==> src/rtl/duty_cycle_calc_pkg.sv <==
`default_nettype none
`timescale 1ns/1ps
// ============================================================================
// Module      : duty_cycle_calc_pkg
// Description : Shared definitions for the duty-cycle calculator: FSM state
//               encoding, full-scale value, phase cycle counts, clamp value
//               and the BCD add-3 helper used by the double-dabble stage.
// Revision    : 1.0 - initial release
// ============================================================================
package duty_cycle_calc_pkg;

    typedef enum logic [2:0] {
        ST_IDLE = 3'd0,
        ST_LOAD = 3'd1,
        ST_DIV  = 3'd2,
        ST_BCD  = 3'd3,
        ST_DONE = 3'd4
    } state_t;

    localparam int unsigned c_SCALE      = 1000;
    // Dividend width: a 32-bit count times 1000 needs 42 bits; one quotient
    // bit is produced per cycle, so the divide phase is also 42 cycles.
    localparam int unsigned c_NUM_W      = 42;
    localparam int unsigned c_DIV_CYCLES = 42;
    localparam int unsigned c_BCD_CYCLES = 10;
    localparam logic [9:0]  c_CLAMP_VAL  = 10'd1000;

    // Add 3 to every BCD digit that is 5 or more, ahead of a left shift.
    function automatic logic [15:0] bcd_add3(input logic [15:0] d);
        logic [15:0] r;
        r = d;
        for (int i = 0; i < 4; i++) begin
            if (r[i*4 +: 4] >= 4'd5) begin
                r[i*4 +: 4] = r[i*4 +: 4] + 4'd3;
            end
        end
        return r;
    endfunction

endpackage
`default_nettype wire

==> src/rtl/duty_cycle_calc_divider.sv <==
`default_nettype none
`timescale 1ns/1ps
// ============================================================================
// Module      : seq_divider
// Description : Restoring divider, one quotient bit per cycle, MSB first.
//               The quotient is truncated and held until the next start.
// Ports       : sys_clk, rst  - clock, synchronous active-high reset
//               start         - load num/den and begin dividing
//               num, den      - dividend / divisor
//               quotient      - result (valid from the edge after done)
//               done          - high during the cycle of the last step
// Revision    : 1.0 - initial release
// ============================================================================
module seq_divider
    import duty_cycle_calc_pkg::*;
#(
    parameter int NUM_W = c_NUM_W,
    parameter int DEN_W = 33
) (
    input  logic             sys_clk,
    input  logic             rst,
    input  logic             start,
    input  logic [NUM_W-1:0] num,
    input  logic [DEN_W-1:0] den,
    output logic [NUM_W-1:0] quotient,
    output logic             done
);

    localparam int CW = $clog2(NUM_W);

    // Dividend bits shift out of the top while quotient bits enter the bottom.
    logic [NUM_W-1:0] r_num_sh;
    logic [DEN_W-1:0] r_rem;
    logic [DEN_W-1:0] r_den;
    logic [CW-1:0]    r_cnt;
    logic             r_run;

    logic [DEN_W:0]   w_trial;
    logic             w_ge;

    assign w_trial  = {r_rem, r_num_sh[NUM_W-1]};
    assign w_ge     = (w_trial >= {1'b0, r_den});
    assign done     = r_run && (r_cnt == CW'(NUM_W-1));
    assign quotient = r_num_sh;

    always_ff @(posedge sys_clk) begin
        if (rst) begin
            r_num_sh <= '0;
            r_rem    <= '0;
            r_den    <= '0;
            r_cnt    <= '0;
            r_run    <= 1'b0;
        end else if (start) begin
            r_num_sh <= num;
            r_rem    <= '0;
            r_den    <= den;
            r_cnt    <= '0;
            r_run    <= 1'b1;
        end else if (r_run) begin
            // The partial remainder is always below den, so it fits DEN_W bits.
            r_rem    <= DEN_W'(w_ge ? (w_trial - {1'b0, r_den}) : w_trial);
            r_num_sh <= {r_num_sh[NUM_W-2:0], w_ge};
            r_cnt    <= r_cnt + 1'b1;
            if (done) begin
                r_run <= 1'b0;
            end
        end
    end

endmodule
`default_nettype wire

==> src/rtl/duty_cycle_calc.sv <==
`default_nettype none
`timescale 1ns/1ps
// ============================================================================
// Module      : duty_cycle_calc
// Description : Converts held high/low counts into a per-mille duty cycle
//               (binary and 4-digit BCD). A change of either input starts
//               LOAD -> DIV (42) -> BCD (10) -> DONE; changes seen while busy
//               collapse into one pending recomputation.
// Ports       : sys_clk, rst                 - clock, sync active-high reset
//               sig_in_high_cnt_buf/low      - held counts from the meter
//               duty_permille, duty_bcd      - last result, 0..1000
//               duty_valid                   - one-cycle update pulse
//               busy                         - computation in progress
//               div_zero                     - last result had high+low == 0
// Revision    : 1.0 - initial release
// ============================================================================
module duty_cycle_calc
    import duty_cycle_calc_pkg::*;
#(
    parameter int CNT_WIDTH = 32,
    parameter int SCALE     = c_SCALE
) (
    input  logic                 sys_clk,
    input  logic                 rst,
    input  logic [CNT_WIDTH-1:0] sig_in_high_cnt_buf,
    input  logic [CNT_WIDTH-1:0] sig_in_low_cnt_buf,
    output logic [9:0]           duty_permille,
    output logic [15:0]          duty_bcd,
    output logic                 duty_valid,
    output logic                 busy,
    output logic                 div_zero
);

    localparam int NUM_W = c_NUM_W;
    localparam int DEN_W = CNT_WIDTH + 1;

    state_t               r_state;
    state_t               w_next;

    logic [CNT_WIDTH-1:0] r_high_q;
    logic [CNT_WIDTH-1:0] r_low_q;
    logic [CNT_WIDTH-1:0] r_last_high;
    logic [CNT_WIDTH-1:0] r_last_low;
    logic                 r_pending;
    logic                 r_den_zero;
    logic [3:0]           r_bcd_cnt;
    logic [9:0]           r_bin;
    logic [15:0]          r_bcd;
    logic [9:0]           r_q10;
    logic [9:0]           r_duty_permille;
    logic [15:0]          r_duty_bcd;
    logic                 r_duty_valid;
    logic                 r_div_zero;

    logic                 w_change;
    logic                 w_start;
    logic [NUM_W-1:0]     w_num;
    logic [DEN_W-1:0]     w_den;
    logic [NUM_W-1:0]     w_quot;
    logic                 w_div_done;
    logic [9:0]           w_q_clamped;
    logic                 w_bcd_first;
    logic [9:0]           w_bin_src;
    logic [15:0]          w_bcd_src;
    logic [25:0]          w_shift;

    assign w_change = (r_high_q != r_last_high) || (r_low_q != r_last_low);
    assign w_num    = NUM_W'(r_high_q) * NUM_W'(SCALE);
    assign w_den    = {1'b0, r_high_q} + {1'b0, r_low_q};

    seq_divider #(
        .NUM_W (NUM_W),
        .DEN_W (DEN_W)
    ) u_div (
        .sys_clk  (sys_clk),
        .rst      (rst),
        .start    (w_start),
        .num      (w_num),
        .den      (w_den),
        .quotient (w_quot),
        .done     (w_div_done)
    );

    // A zero denominator leaves an all-ones quotient in the divider; force 0.
    always_comb begin
        w_q_clamped = w_quot[9:0];
        if (r_den_zero) begin
            w_q_clamped = '0;
        end else if (w_quot > NUM_W'(c_CLAMP_VAL)) begin
            w_q_clamped = c_CLAMP_VAL;
        end
    end

    // Double dabble: the first BCD cycle seeds from the fresh quotient.
    assign w_bcd_first = (r_bcd_cnt == 4'd0);
    assign w_bin_src   = w_bcd_first ? w_q_clamped : r_bin;
    assign w_bcd_src   = w_bcd_first ? 16'h0000    : r_bcd;
    assign w_shift     = {bcd_add3(w_bcd_src), w_bin_src} << 1;

    always_comb begin
        w_next  = r_state;
        w_start = 1'b0;
        case (r_state)
            ST_IDLE: begin
                if (w_change) w_next = ST_LOAD;
            end
            ST_LOAD: begin
                w_start = 1'b1;
                w_next  = ST_DIV;
            end
            ST_DIV: begin
                if (w_div_done) w_next = ST_BCD;
            end
            ST_BCD: begin
                if (r_bcd_cnt == 4'(c_BCD_CYCLES - 1)) w_next = ST_DONE;
            end
            ST_DONE: begin
                // Skip IDLE when a change is waiting: restart from latest inputs.
                w_next = (r_pending || w_change) ? ST_LOAD : ST_IDLE;
            end
            default: w_next = ST_IDLE;
        endcase
    end

    always_ff @(posedge sys_clk) begin
        if (rst) begin
            r_state         <= ST_IDLE;
            r_high_q        <= '0;
            r_low_q         <= '0;
            r_last_high     <= '0;
            r_last_low      <= '0;
            r_pending       <= 1'b0;
            r_den_zero      <= 1'b0;
            r_bcd_cnt       <= '0;
            r_bin           <= '0;
            r_bcd           <= '0;
            r_q10           <= '0;
            r_duty_permille <= '0;
            r_duty_bcd      <= '0;
            r_duty_valid    <= 1'b0;
            r_div_zero      <= 1'b0;
        end else begin
            r_high_q     <= sig_in_high_cnt_buf;
            r_low_q      <= sig_in_low_cnt_buf;
            r_state      <= w_next;
            r_duty_valid <= (r_state == ST_DONE);

            case (r_state)
                ST_LOAD: begin
                    r_last_high <= r_high_q;
                    r_last_low  <= r_low_q;
                    r_pending   <= 1'b0;
                    r_den_zero  <= (w_den == '0);
                    r_bcd_cnt   <= '0;
                end
                ST_DIV: begin
                    if (w_change) r_pending <= 1'b1;
                end
                ST_BCD: begin
                    if (w_change) r_pending <= 1'b1;
                    if (w_bcd_first) r_q10 <= w_q_clamped;
                    r_bcd     <= w_shift[25:10];
                    r_bin     <= w_shift[9:0];
                    r_bcd_cnt <= r_bcd_cnt + 4'd1;
                end
                ST_DONE: begin
                    if (w_change) r_pending <= 1'b1;
                    r_duty_permille <= r_q10;
                    r_duty_bcd      <= r_bcd;
                    r_div_zero      <= r_den_zero;
                    r_bcd_cnt       <= '0;
                end
                default: begin
                    r_bcd_cnt <= '0;
                end
            endcase
        end
    end

    assign duty_permille = r_duty_permille;
    assign duty_bcd      = r_duty_bcd;
    assign duty_valid    = r_duty_valid;
    assign div_zero      = r_div_zero;
    assign busy          = (r_state != ST_IDLE);

endmodule
`default_nettype wire

==> config.mk <==
export PLATFORM = sky130hd
export DESIGN_NAME = duty_cycle_calc
export DESIGN_NICKNAME = d
export VERILOG_FILES = /design/src/rtl/duty_cycle_calc_pkg.sv /design/src/rtl/duty_cycle_calc_divider.sv /design/src/rtl/duty_cycle_calc.sv
export SDC_FILE = /design/constraint.sdc
export NUM_CORES = 1
export LEC_CHECK = 0
export BUFFER_PORTS_ARGS = -buffer_cell sky130_fd_sc_hd__buf_2
export CAP_MARGIN = 30
export CELL_PAD_IN_SITES_DETAIL_PLACEMENT = 0
export CELL_PAD_IN_SITES_GLOBAL_PLACEMENT = 1
export CORE_MARGIN = 4
export CORE_UTILIZATION = 35
export CTS_CLUSTER_SIZE = 28
export DETAILED_ROUTE_END_ITERATION = 8
export GPL_ROUTABILITY_DRIVEN = 1
export GPL_TIMING_DRIVEN = 0
export PLACE_DENSITY = 0.73
export SLEW_MARGIN = 20
export SYNTH_ARGS = -nofsm -noshare
export SYNTH_HDL_FRONTEND = slang
export SYNTH_SLANG_ARGS = --single-unit
==> constraint.sdc <==
create_clock -name sys_clk -period 5.35 [get_ports sys_clk]
set_input_delay 0.8025 -clock sys_clk [delete_from_list [all_inputs] [get_ports sys_clk]]
set_output_delay 0.8025 -clock sys_clk [all_outputs]
set_load 0.05 [all_outputs]
=== Yosys cells after proc, flatten, opt, wreduce, memory -nomap -nowiden ===
Cells that the tools add are included.

* Div/mod/pow operators: 0
* Bitwise gates (word level): 0
* Add/subtract/negate cells: 8
* Equal/unequal tests: 12
* Multiplexer cells: 23
* Reductions and logical operators: 14
* Order comparisons: 6
* Multipliers: 1
* Shift-type cells: 0

{| class="wikitable"
|+ Operators with widths
! cell !! count
|-
| 42-bit two-way mux || 2
|-
| 32-bit inequality test || 2
|-
| 42-bit by 10-bit greater-than comparator with 1-bit output, second input constant || 1
|-
| 32-bit by 7-bit multiplier with 39-bit output, second input constant || 1
|-
| 34-bit by 33-bit greater-or-equal comparator with 1-bit output || 1
|-
| 32-bit by 32-bit adder with 33-bit output || 1
|-
| 33-bit logical NOT || 1
|-
| 33-bit two-way mux || 1
|-
| 33-bit subtractor || 1
|-
| 10-bit two-way mux || 3
|-
| 4-bit by 3-bit greater-or-equal comparator with 1-bit output, second input constant || 4
|-
| 16-bit two-way mux || 1
|-
| 3-bit case mux with 5 select lines || 1
|-
| 4-bit by 2-bit adder with 4-bit output, second input constant || 3
|-
| 3-bit two-way mux || 4
|-
| 4-bit two-way mux || 3
|-
| 4-bit case mux with 2 select lines || 1
|-
| 6-bit by 1-bit adder with 6-bit output, second input constant || 1
|-
| 3-bit by 2-bit equality test with 1-bit output, second input constant || 2
|-
| 6-bit equality test, second input constant || 1
|-
| 1-bit two-way mux || 6
|-
| 4-bit by 1-bit adder with 4-bit output, second input constant || 1
|-
| 4-bit equality test, second input constant || 1
|-
| 4-bit logical NOT || 1
|-
| other kinds (15) || 20
|}

* Memory bits (writable): 0
* Latch bits: 0
* Flip-flop bits (word level): 315
* Logic and storage cells: 85
* Output and inout port bits: 29
* Memory bits (read-only): 0
* Memories kept: 0

=== Logic depth before layout (Yosys ltp) ===
Gate-level depths: netlist of the first run.

* Depth in word-level cells: 5
* Mapped depth: 19
* Gate-level depth less buffers: 19

=== Cells and area by module ===
From an unflattened synthesis of the first run, not the netlist that was laid out.

* Cell total of the unflattened synthesis: 2633
* Area total of the unflattened synthesis: 22068.7 um2

{| class="wikitable"
|+ By module, submodules not included
! module !! area each (um2) !! times used !! cells an instance
|-
| duty_cycle_calc || 15122.0 || 1 || 1772
|-
| seq_divider || 6946.7 || 1 || 861
|}

=== Least setup slack after synthesis of the first run ===
OpenSTA, ideal clock, no wires.

* Path type: register to register
* Start point: register r_high_q[3]
* End point: register u_div.r_num_sh[39] (netlist: u_div.quotient[39])
* Period minus slack after synthesis: 4.884 ns
* Cell stages (with the launch flop): 18
* Buffers on the path: 0
* Library setup time: 0.112 ns
* Setup slack: 0.466 ns
* Data arrival time: 4.772 ns
* Path through: dfxtp_1 inv_1 fa_1 fa_1 fa_1 fa_1 inv_1 ha_1 a21o_1 a211oi_1 and4b_1 or2_1 o31ai_1 a21oi_1 o31ai_2 and2_1 o21ai_0 a2111oi_1

* Word-level cells in the longest chain between the ends: 2

{| class="wikitable"
|+ RTL lines
! what !! line !! RTL
|-
| start: declaration || duty_cycle_calc.sv:40 || <nowiki>logic [CNT_WIDTH-1:0] r_high_q;</nowiki>
|-
| start signal: assignment || duty_cycle_calc.sv:143 || <nowiki>r_high_q <= sig_in_high_cnt_buf;</nowiki>
|-
| 32-bit by 7-bit multiplier with 39-bit output || duty_cycle_calc.sv:68 || <nowiki>assign w_num = NUM_W'(r_high_q) * NUM_W'(SCALE);</nowiki>
|-
| 42-bit two-way mux || duty_cycle_calc_divider.sv:53 || <nowiki>end else if (start) begin</nowiki>
|-
| end signal: assignment || duty_cycle_calc_divider.sv:54 || <nowiki>r_num_sh <= num;</nowiki>
|-
| end signal: assignment || duty_cycle_calc_divider.sv:62 || <nowiki>r_num_sh <= {r_num_sh[NUM_W-2:0], w_ge};</nowiki>
|-
| end: declaration || duty_cycle_calc_divider.sv:32 || <nowiki>logic [NUM_W-1:0] r_num_sh;</nowiki>
|}

Every way passes these cells.
A chain may end at the register's enable or synchronous reset.

=== Worst setup path in the final report of the first run ===
* Start point: register r_high_q[14]
* End point: register u_div.r_num_sh[39] (netlist: u_div.quotient[39])

Same word-level chain as after synthesis.

==> results.md, run 1 <==
- GRT Util Overall: 19.61%
- CP startpoint kind: register
- Relative slew margins: 35.32%
- Commonest non-fill, non-tap cells in the layout: 346 x nand2_1, 288 x dfxtp_1, 254 x a21oi_1
- Total negative slack: 0 ns
- Tightest Hold Check Type: in2reg
- Fill cells: 6037
- HPWL Detailed: 50.94 mm
- RSZ-0062 raised after global routing: yes
- GRT Residual Overflow: 0
- Cell variety after synth: 84
- Root buf cell: clkbuf_16
- Comb pwr share: 44.9%
- Fin crit share: 96.74%
- Main synth FF type: dfxtp_1
- Fraction of layout cells with a size suffix above 1: 11.64%
- DIE WIDTH: 255.0 um
- IO Port Bufs: 93
- Remaining DRCs: 0
- Peak VDD IR: 0.2514 mV
- Max frequency: 0.1932 GHz
- Synth top area share: 29.54%
- Pwr per Cell Area: 411.4 nW/um2
- Die Ht: 255.0 um
- Hold_ws: 0.4527 ns
- Min Tclk post-route: 5.176 ns
- H-tree level count: 2
- Async set-reset flop share out of synthesis: 0%
- ANT cells: 0
- Number of enable flip-flop cells after synthesis: 0
- Clk_skew: 0.01707 ns
- Layout Area Growth over Synthesis: 16.43%
- Sw frac: 38.46%
- Worst-Margin Slew: 0.9702 ns
- Hold-fix buffers, CTS: 0
- Synth Register Bits: 315
- Final Max Slew Viols: 0
- Synth area leaders: dfxtp_1 30%, fa_1 11%, ha_1 9.6%
- Final setup vio count: 0
- Synth warn: 0
- Mapped cell area: 21350 um2
- Syn_area_per_cell: 8.508 um2
- Clock Path Buffers: 3
- Initial antenna violation count: 1
- WL/cell: 18.54 um
- Cell taking the most area after synthesis: dfxtp_1
- CP Class: reg2reg
- Routed Antenna Nets: 0
- Worst EP arrival: 5.61 ns
- Commonest non-fill, non-tap cell in the layout: nand2_1
- Vias/cell: 5.172
- Core area: 60360 um2
- Worst skew pair latency: 0.56 ns
- Footprint of the multi-input gates: 13910 um2
- Clock slew at reported path FFs: 0.06 ns
- Mapped Nets: 2858
- Pin count of the biggest net entering global routing: 15
- P_int: 6.293 mW
- CTS tree: done
- Sequential share of the synthesized area: 29.54%
- Status: finished, final reports clean
- Post-Syn Instances: 2509
- Vias in the first global route: 17960
- Fin nets: 3037
- Row Count: 90
- I/O pins: 95
- Die area: 65000 um2
- Clock power share: 28.3%
- Initial drt markers: 1086
- TritonCTS Buffers: 38
- WP data required: 5.78 ns
- Reg area: 6397 um2
- Leak pwr: 10.10 nW
- Max_cap viols: 0
- Pre-antenna DRT Iters: 5
- CTS sink count: 315
- Final count of hold timing violations: 0
- Via count: 18090
- RePlAce Congestion: 0.8729
- DRT Wirelength: 64.84 mm
- CP endpoint kind: register
- NetSw: 3.932 mW
- Initial core utilization: 35.36%
- Portion of total power attributed to sequential cells: 26.8%
- Crit path max fanout: 6
- First-pass GRT wire length: 100.3 mm
sequential cells by signal, summed over array words and instances (netlist names), 4 cells and up:
register	cells
duty_permille	10
r_last_low	32
r_last_high	32
r_bcd_cnt	4
r_bin	9
r_high_q	32
u_div.quotient	42
u_div.r_rem	33
r_q10	10
r_low_q	32
duty_bcd	16
u_div.r_cnt	6
r_bcd	16
u_div.r_den	33
cell type report:
cell class              count  area share [%]
multi-input cells        1860           55.99
inverters                 225           3.655
flip-flops and latches    315           25.74
clock buffers              48           4.224
clock inverters            19           1.344
plain buffers             109           1.833
repair buffers            139           3.277
well taps                 782           3.937
critical path, cell delays in order, from the launching register on:
cell,delay [ns]
dfxtp_4,0.41
clkinvlp_4,0.17
fa_1,0.61
fa_1,0.46
fa_1,0.50
fa_1,0.53
inv_1,0.05
ha_2,0.37
nand3_2,0.11
or3_1,0.42
o31ai_4,0.37
a21oi_2,0.13
o31ai_4,0.33
and2_4,0.21
o21ai_0,0.07
a2111oi_1,0.32
final timing paths:
| check | start | endpoint | cells past startpoint | slack [ns] |
|---|---|---|---|---|
| min reg2reg | duty_bcd[3] | duty_bcd[3] | 2 | 0.45 |
| min | sig_in_high_cnt_buf[31] | r_high_q[31] | 2 | 0.45 |
| max | r_high_q[14] | u_div.quotient[39] | 15 | 0.17 |
| max reg2reg | r_high_q[14] | u_div.quotient[39] | 15 | 0.17 |
what timing repair did:
action | 4_1_cts | 5_1_grt
pin swaps | 1 | 11
endpoints found under the setup margin | 19 | 13
gates resized for setup | 37 | 66
buffers inserted | 2 | 43
power by group through the flow:
stage               sequential (mW)  clock [mW]  combinational, mW
floorplan                      2.71           0               3.32
global placement               2.79           0               4.24
detailed placement             2.80           0               4.30
CTS                            2.75        2.95               4.39
global route                   2.76        3.04               5.11
finish                         2.74        2.90               4.59
metrics by stage:
step	utilization [%]	cell area, um2	std cells	total power [mW]	worst slack (ns)
after floorplan	-	21350	2509	6.031	0.4662
after global placement	37.76	22790	3384	7.033	-0.7453
after detailed placement	37.78	22800	3385	7.092	-0.7981
after CTS	40.26	24300	3454	10.09	-0.05481
after global routing	41.18	24850	3497	10.92	-0.03163
final	41.18	24850	3497	10.23	0.1745
cells in the mapped netlist, types with 58 or more instances:
library cell  number
a211oi_1          60
ha_1             163
a21oi_1          263
o21ai_0           67
xnor2_1          118
nor2_1           140
fa_1             120
clkbuf_1          91
nor2b_1           80
inv_1            224
dfxtp_1          315
mux2i_1           58
nand2_1          346
cell families after synthesis:
kind of cell / after synthesis / synth area share (%)
AOI/OAI and AO/OA: 597 / 17.73
xor gates and xnor gates: 156 / 6.401
and+or+nand+nor: 762 / 16.51
DFF: 315 / 29.54
muxes: 62 / 2.931
adders and majority gates: 283 / 20.81
buffers and inverters: 334 / 6.079
metal layers:
layer	global-route usage, %	wire length, um	vias to the layer above
li1	-	-	8930
met1	25.31	28640	8641
met2	34.23	31460	431
met3	2.683	2798	86
met4	6.095	1944	0
met5	0	0	-
(Power assumes the default switching activity.)
==> inputs of run 2 (changes only) <==
--- a/config.mk
+++ b/config.mk
@@ -11,11 +11,12 @@
 export CELL_PAD_IN_SITES_GLOBAL_PLACEMENT = 1
 export CORE_MARGIN = 4
 export CORE_UTILIZATION = 35
+export CTS_BUF_LIST = sky130_fd_sc_hd__clkbuf_8
 export CTS_CLUSTER_SIZE = 28
 export DETAILED_ROUTE_END_ITERATION = 8
 export GPL_ROUTABILITY_DRIVEN = 1
 export GPL_TIMING_DRIVEN = 0
-export PLACE_DENSITY = 0.73
+export PLACE_DENSITY = 0.75
 export SLEW_MARGIN = 20
 export SYNTH_ARGS = -nofsm -noshare
 export SYNTH_HDL_FRONTEND = slang
==> constraint.sdc (replaced) <==
create_clock -name sys_clk -period 4.6 [get_ports sys_clk]
set_input_delay 0.69 -clock sys_clk [delete_from_list [all_inputs] [get_ports sys_clk]]
set_output_delay 0.69 -clock sys_clk [all_outputs]
set_load 0.05 [all_outputs]
==> run 2 against run 1 <==
Against the previous run: the flow now finishes with violations (negative setup slack); hold slack got worse by 0.20 ns; combinational power up 26%; fmax increased by 4.0%; via count up 1.8%; non-clock buffer count grew 6; critical path type unchanged; largest cell class unchanged; largest power group unchanged; highest routed layer unchanged.
==> results.md, run 2 (same netlist as run 1, synthesis figures left out) <==
- Max frequency: 0.2009 GHz
- HPWL Detailed: 51.28 mm
- Clock slew at reported path FFs: 0.06 ns
- Layout Area Growth over Synthesis: 17.57%
- Worst skew pair latency: 0.65 ns
- Area post-placement: 22950 um2
- Dpl cells: 3387
- Place WS: -1.012 ns
- Final setup vio count: 18
- Pin count of the biggest net entering global routing: 16
- DRT Wirelength: 66.21 mm
- WL/cell: 18.70 um
- Core area: 60360 um2
- CTS tree: done
- Top Family by Delay on Critical Path: adder cells
- Relative slew margins: 35.54%
- IO Port Bufs: 93
- CP Class: reg2reg
- Initial core utilization: 35.36%
- Clock Path Buffers: 3
- Hold-fix buffers, CTS: 0
- TritonCTS Buffers: 56
- Total negative slack: -3.892 ns
- First-pass GRT wire length: 102.7 mm
- Fill cells: 6056
- WP data required: 5.06 ns
- Cell mode on critical path: fa_1
- Fin nets: 3061
- Final Max Slew Viols: 0
- GRT Util Overall: 20.15%
- Worst EP arrival: 5.44 ns
- Vias/cell: 5.198
- Fin crit share: 108.2%
- CP endpoint kind: register
- RePlAce Congestion: 0.9176
- Tightest Hold Check Type: in2reg
- H-tree level count: 2
- Max incr delay on CP: 0.52 ns
- Leak pwr: 10.24 nW
- Min Tclk post-route: 4.977 ns
- Failing checks: negative setup slack
- Hold_ws: 0.2506 ns
- Remaining DRCs: 0
- Overall Power: 11.86 mW
- Cell Count, Final, Fillers Out: 3541
- Max_cap viols: 0
- Crit-path slowest cell: fa_1
- Final count of hold timing violations: 0
- Initial drt markers: 1096
- Routed Antenna Nets: 0
- Critical path cell sequence: clkinvlp_4 -> fa_1 -> fa_1 -> fa_1 -> inv_2 -> fa_1 -> ha_4 -> nand4b_1 -> and4b_2 -> or2_4 -> o31ai_4 -> buf_4 -> a21oi_4 -> o31ai_4 -> a311oi_2 -> xnor2_1 -> o22ai_1
- Status: complete, but fails checks
- Pre-antenna DRT Iters: 5
- Pwr per Cell Area: 472.4 nW/um2
- Commonest non-fill, non-tap cells in the layout: 344 x nand2_1, 285 x dfxtp_1, 249 x a21oi_1
- Worst setup margin: -0.3766 ns
- RSZ-0062 raised after global routing: yes
- Die Ht: 255.0 um
- DIE WIDTH: 255.0 um
- CTS sink count: 315
- Die area: 65000 um2
- Via count: 18410
- Initial antenna violation count: 2
- Crit path max fanout: 4
- Largest register FFs: 42
- CP Buf/Inv Count: 3
- GRT Residual Overflow: 0
- Vias in the first global route: 18370
- Peak VDD IR: 0.2243 mV
- Final Cell Area: 25100 um2
- Worst-Margin Slew: 0.9669 ns
- I/O pins: 95
- Commonest non-fill, non-tap cell in the layout: nand2_1
- Clk_skew: 0.03537 ns
- Fraction of layout cells with a size suffix above 1: 14.47%
- CP startpoint kind: register
- Row Count: 90
- Post-layout util: 41.58%
- Root buf cell: clkbuf_8
## run 2: cell types whose count changed in the layout (fill, tap and decap cells not counted), sizes merged
cell and delta:
bufinv -5, clkbuf +24, inv +19, clkinv +14
buf +5, diode +1, clkinvlp -14
## run 2: path summary, 6_finish.rpt
check	startpoint	end	slack, ns	depth (start not counted)
setup / recovery	r_high_q[1]	u_div.quotient[41]	-0.38	17
hold / removal	sig_in_low_cnt_buf[2]	r_low_q[2]	0.25	2
setup reg to reg	r_high_q[1]	u_div.quotient[41]	-0.38	17
hold reg to reg	u_div.r_den[6]	u_div.r_den[6]	0.45	2
## run 2: layer usage
| metal | up-vias | GRT usage [%] | share of wire (%) |
|---|---|---|---|
| met3 | 129 | 2.835 | 4.2 |
| met4 | 0 | 7.654 | 4.0 |
| met2 | 455 | 35.58 | 49 |
| met1 | 8835 | 25.04 | 43 |
| li1 | 8986 | - | - |
| met5 | - | 0 | 0 |
## run 2: layout make-up
cell class | instances | area [um2] | area share [%]
multi-input cells | 1860 | 14230 | 56.70
flip-flops and latches | 315 | 6414 | 25.56
well taps | 782 | 978.4 | 3.899
clock buffers | 71 | 977.2 | 3.894
repair buffers | 145 | 897.1 | 3.575
inverters | 225 | 858.3 | 3.420
plain buffers | 109 | 454.2 | 1.810
clock inverters | 33 | 285.3 | 1.137
diodes | 1 | 2.502 | 0.009971
## run 2: power by group
| group | internal [mW] | switching (mW) | total (mW) |
|---|---|---|---|
| logic | 2.53 | 3.25 | 5.78 |
| clock network | 1.63 | 1.27 | 2.90 |
| registers | 2.95 | 0.221 | 3.17 |
## run 2: repair_timing
| item | in CTS | in global routing |
|---|---|---|
| gates resized for setup | 83 | 43 |
| hold endpoints to repair | 0 | 0 |
| pin swaps | 45 | 39 |
| setup buffers | 34 | 17 |
| endpoints found under the setup margin | 24 | 24 |
